### src/rtl/alu_control_unit.sv
// Sequencer for an 8-bit add/sub/Booth-multiply/restoring-divide datapath.
// Issues one-hot-per-micro-op strobes on c; an external 3-bit counter supplies cnt7.
module alu_control_unit (
   input  logic       clk,
   input  logic       rst,
   input  logic       start,
   input  logic [1:0] op,
   input  logic       q0,
   input  logic       q_1,
   input  logic       a_sign,
   input  logic       cnt7,
   output logic [9:0] c,
   output logic       busy,
   output logic       done,
   output logic [3:0] state_dbg
);

   localparam logic [3:0] S_IDLE   = 4'd0;
   localparam logic [3:0] S_LOAD   = 4'd1;
   localparam logic [3:0] S_ADD    = 4'd2;
   localparam logic [3:0] S_SUB    = 4'd3;
   localparam logic [3:0] S_MTEST  = 4'd4;
   localparam logic [3:0] S_MADD   = 4'd5;
   localparam logic [3:0] S_MSUB   = 4'd6;
   localparam logic [3:0] S_MSHIFT = 4'd7;
   localparam logic [3:0] S_DSHIFT = 4'd8;
   localparam logic [3:0] S_DSUB   = 4'd9;
   localparam logic [3:0] S_DCHK   = 4'd10;
   localparam logic [3:0] S_DREST  = 4'd11;
   localparam logic [3:0] S_OUTA   = 4'd12;
   localparam logic [3:0] S_OUTQ   = 4'd13;
   localparam logic [3:0] S_DONE   = 4'd14;

   logic [3:0] state;
   logic [3:0] state_nxt;
   logic [1:0] op_reg;

   // Request handshake: start is accepted only while busy=0 (IDLE); the
   // accepting edge captures op, and further start pulses are ignored until
   // the cycle after done.
   always_ff @(posedge clk) begin
      if (rst) begin
         state  <= S_IDLE;
         op_reg <= 2'b00;
      end else begin
         state <= state_nxt;
         if (state == S_IDLE && start)
            op_reg <= op;
      end
   end

   always_comb begin
      state_nxt = state;
      c         = '0;
      case (state)
         S_IDLE:   if (start) state_nxt = S_LOAD;
         S_LOAD: begin
            c[0] = 1'b1;
            case (op_reg)
               2'b00:   state_nxt = S_ADD;
               2'b01:   state_nxt = S_SUB;
               2'b10:   state_nxt = S_MTEST;
               default: state_nxt = S_DSHIFT;
            endcase
         end
         S_ADD: begin
            c[1]      = 1'b1;
            state_nxt = S_OUTA;
         end
         S_SUB: begin
            c[2]      = 1'b1;
            state_nxt = S_OUTA;
         end
         S_MTEST: begin
            case ({q0, q_1})
               2'b01:   state_nxt = S_MADD;
               2'b10:   state_nxt = S_MSUB;
               default: state_nxt = S_MSHIFT;
            endcase
         end
         S_MADD: begin
            c[1]      = 1'b1;
            state_nxt = S_MSHIFT;
         end
         S_MSUB: begin
            c[2]      = 1'b1;
            state_nxt = S_MSHIFT;
         end
         S_MSHIFT: begin
            c[3]      = 1'b1;
            c[8]      = 1'b1;
            state_nxt = cnt7 ? S_OUTA : S_MTEST;
         end
         S_DSHIFT: begin
            c[4]      = 1'b1;
            state_nxt = S_DSUB;
         end
         S_DSUB: begin
            c[2]      = 1'b1;
            state_nxt = S_DCHK;
         end
         // Trial subtract succeeded: set the quotient bit and count in the
         // same cycle; otherwise restore A first and count there.
         S_DCHK: begin
            if (!a_sign) begin
               c[5]      = 1'b1;
               c[9]      = 1'b1;
               state_nxt = cnt7 ? S_OUTA : S_DSHIFT;
            end else begin
               state_nxt = S_DREST;
            end
         end
         S_DREST: begin
            c[1]      = 1'b1;
            c[9]      = 1'b1;
            state_nxt = cnt7 ? S_OUTA : S_DSHIFT;
         end
         S_OUTA: begin
            c[6]      = 1'b1;
            state_nxt = S_OUTQ;
         end
         S_OUTQ: begin
            c[7]      = 1'b1;
            state_nxt = S_DONE;
         end
         S_DONE:   state_nxt = S_IDLE;
         default:  state_nxt = S_IDLE;
      endcase
   end

   assign busy      = (state != S_IDLE);
   assign done      = (state == S_DONE);
   assign state_dbg = state;

endmodule

### config.mk
export PLATFORM = sky130hd
export DESIGN_NAME = alu_control_unit
export DESIGN_NICKNAME = d
export VERILOG_FILES = /design/src/rtl/alu_control_unit.sv
export SDC_FILE = /design/constraint.sdc
export NUM_CORES = 1
export LEC_CHECK = 0
export ABC_CLOCK_PERIOD_IN_PS = 1730
export BUFFER_PORTS_ARGS = -buffer_cell sky130_fd_sc_hd__buf_4
export CORE_AREA = 2 2 39 41
export CTS_BUF_LIST = sky130_fd_sc_hd__clkbuf_2 sky130_fd_sc_hd__clkbuf_4 sky130_fd_sc_hd__clkbuf_8
export CTS_CLUSTER_SIZE = 28
export DETAILED_ROUTE_END_ITERATION = 8
export DIE_AREA = 0 0 41 43
export GPL_TIMING_DRIVEN = 0
export PLACE_DENSITY = 0.8
export SETUP_SLACK_MARGIN = 0.15
export SYNTH_ARGS = -nofsm -noshare
export SYNTH_HDL_FRONTEND = slang
export SYNTH_SLANG_ARGS = --single-unit
### constraint.sdc
create_clock -name clk -period 1.73 [get_ports clk]
set_clock_uncertainty 0.05 [all_clocks]
set_input_delay 0.173 -clock clk [delete_from_list [all_inputs] [get_ports clk]]
set_output_delay 0.173 -clock clk [all_outputs]
set_load 0.02 [all_outputs]
==> flow_summary.ini <==
[outcome]
status = finished clean

[worst_setup_path]
rr_endpoint = state_dbg[1]
startpoint_type = register
crit_type = register to output pin
crit_required_ns = 1.51
critPathMaxFanout = 4
arrival_ns = 1.33
crit_path_end_kind = output pin
reg2reg_setup_slack_ns = 0.24
worstRegToRegCells = 5
r2r_start = state_dbg[3]

[yosys]
ys_async_sr_fraction = 0
yosys.area.top_type = dfxtp_1
synth_common_cells = nor2_1 (7), dfxtp_1 (6), inv_1 (5)
ys.flop_type = dfxtp_1
ys_ff_latch = 6
synth_fp_nets = 78
synth_edf_count = 0
yosysMostFrequentCell = nor2_1
synth.cell_area_um2 = 561
yosysSeqAreaShare = 0.214
avgSynthCellArea_um2 = 8.12
synthTopCellsByArea = dfxtp_1 (21%), buf_6 (6.0%), nor4b_2 (5.4%)
ys_types = 34
synth_warnings = 0
netlist.area_leader.share = 0.214
syn_inst = 69

[die]
io_pins = 25
die_y_um = 43
dieArea_um2 = 1760
start_util = 0.405
fp.dieW_um = 41
rows = 14
core_um2 = 1380

[cts]
cts_buffers = 3
cts_tree = built
path_clk_slew_ns = 0.05
numClockSinks = 6
clock_path_buffers = 2
ctsHoldBuffers = 0
htree_levels = 1
insertion_delay_ns = 0.24
cts-root-buf = clkbuf_4

[sta]
setup_tns_ns = 0
fmax_mhz = 644
rsz0062_at_grt = true
slew_headroom = 0.751
fin_crit_ns = 1.55
finalHoldViolCount = 0
final_max_slew_viol_count = 0
worst_pin_slew_ns = 0.369
fin_crit_sh = 0.898
setup_viol = 0

[drt]
wl_per_cell_um = 13.0
dr.pass1.iters = 4
drc_errors = 0
ant_nets = 0
drt_iter0_drc = 14
wl_um = 1590
avgViaCountPerCell = 5.43
vias = 668

[placed_design]
gp_congestion = 0.779
portBuffers = 24
dpl.hpwl_um = 1070
placed_area_um2 = 774

[job]
maxCapViolations = 0

[power]
leakagePower_nw = 0.408
p_per_area_nw_per_um2 = 1010
peakVddDrop_v = 0.000627

[grt]
grt_pass1_wl_um = 2340
gr-total-overflow = 0
grt_usage = 0.190
grt_max_degree = 11
grt_pass1_vias = 540
antenna_found_initial = 0

[finish]
areaGrowthSynthToFinish_pct = 62.1
drive_gt1_frac = 0.523
n_antenna_cell = 0
num-nets-final = 118
largest_reg_flops = 4
fin_area_um2 = 908

[min_path]
hold_end = op_reg[1]
worst_hold_path.num_cells = 2
holdCritStartpoint = rst
worstHoldPathType = input pin to register
-- cell families (layout without fill, tap and decap cells) --
kind of cell / after synthesis / count (layout) / share of synthesized area
XOR/XNOR: 1 / 1 / 0.0156
flip-flops: 6 / 6 / 0.214
AND/OR/NAND/NOR: 32 / 32 / 0.393
AO/OA/AOI/OAI: 18 / 18 / 0.237
buffers and inverters: 12 / 50 / 0.141
-- through the flow --
step / total power [mW] / hold slack, ns / instances / setup WS (ns) / util
4_1_cts: 0.836 / 0.0507 / 115 / 0.163 / 0.602
3_5_place_dp: 0.681 / 0.303 / 109 / 0.289 / 0.560
5_1_grt: 0.986 / 0.0567 / 123 / 0.122 / 0.656
3_3_place_gp: 0.673 / 0.305 / 109 / 0.310 / 0.560
2_1_floorplan: 0.536 / 0.192 / 69 / 0.173 / -
6_report: 0.921 / 0.0563 / 123 / 0.176 / 0.656
-- final cells by class --
| type | instances | area (um2) |
|---|---|---|
| flip-flops and latches | 6 | 131 |
| inverters | 6 | 22.5 |
| plain buffers | 6 | 67.6 |
| well taps | 16 | 20.0 |
| multi-input cells | 51 | 378 |
| fillers | 122 | 475 |
| repair buffers | 35 | 267 |
| clock buffers | 3 | 22.5 |
-- how the worst max path moves through the flow --
| stage | endpoint | start | cells after the start | slack [ns] |
|---|---|---|---|---|
| finish | c[0] | state_dbg[3] | 3 | 0.18 |
| global route | c[2] | state_dbg[0] | 5 | 0.12 |
| CTS | c[2] | state_dbg[0] | 5 | 0.16 |
| global placement | c[2] | state_dbg[0] | 5 | 0.31 |
| detailed placement | c[2] | state_dbg[0] | 5 | 0.29 |
| floorplan | state_dbg[0] | state_dbg[0] | 3 | 0.17 |
-- per-layer routing --
| metal | routed length, um | GRT usage | part of all wire |
|---|---|---|---|
| met5 | 0 | 0 | 0 |
| met4 | 5 | 0.0800 | 0.0031 |
| met3 | 88 | 0.0157 | 0.055 |
| met2 | 862 | 0.306 | 0.54 |
| met1 | 637 | 0.247 | 0.40 |
-- report_power, final --
part	total, mW	internal [mW]	switching [mW]
Clock	0.124	0.0782	0.0462
Sequential	0.206	0.171	0.0352
Combinational	0.591	0.297	0.294
Total	0.921	0.546	0.375
-- cells in the final DEF, fill, tap and decap left out, types with 2 or more instances in the layout --
cell type	n
buf_4	36
nor2_1	6
inv_1	5
nand2b_1	4
buf_6	3
a31oi_1	3
nand3_1	3
a21oi_1	3
clkbuf_4	3
dfxtp_1	3
dfxtp_4	3
buf_8	2
nor4b_2	2
nand2_1	2
a31o_1	2
nand3b_1	2
o21ai_1	2
-- critical path: stages, from the launching register on --
cell	delay, ns
dfxtp_4	0.35
buf_4	0.15
nor4b_2	0.38
buf_4	0.22
-- repair_timing --
action	CTS	global route
pin swaps	1	2
buffers inserted	3	8
setup endpoints to repair	10	6
resized for setup	6	5
(Power assumes the default switching activity.)
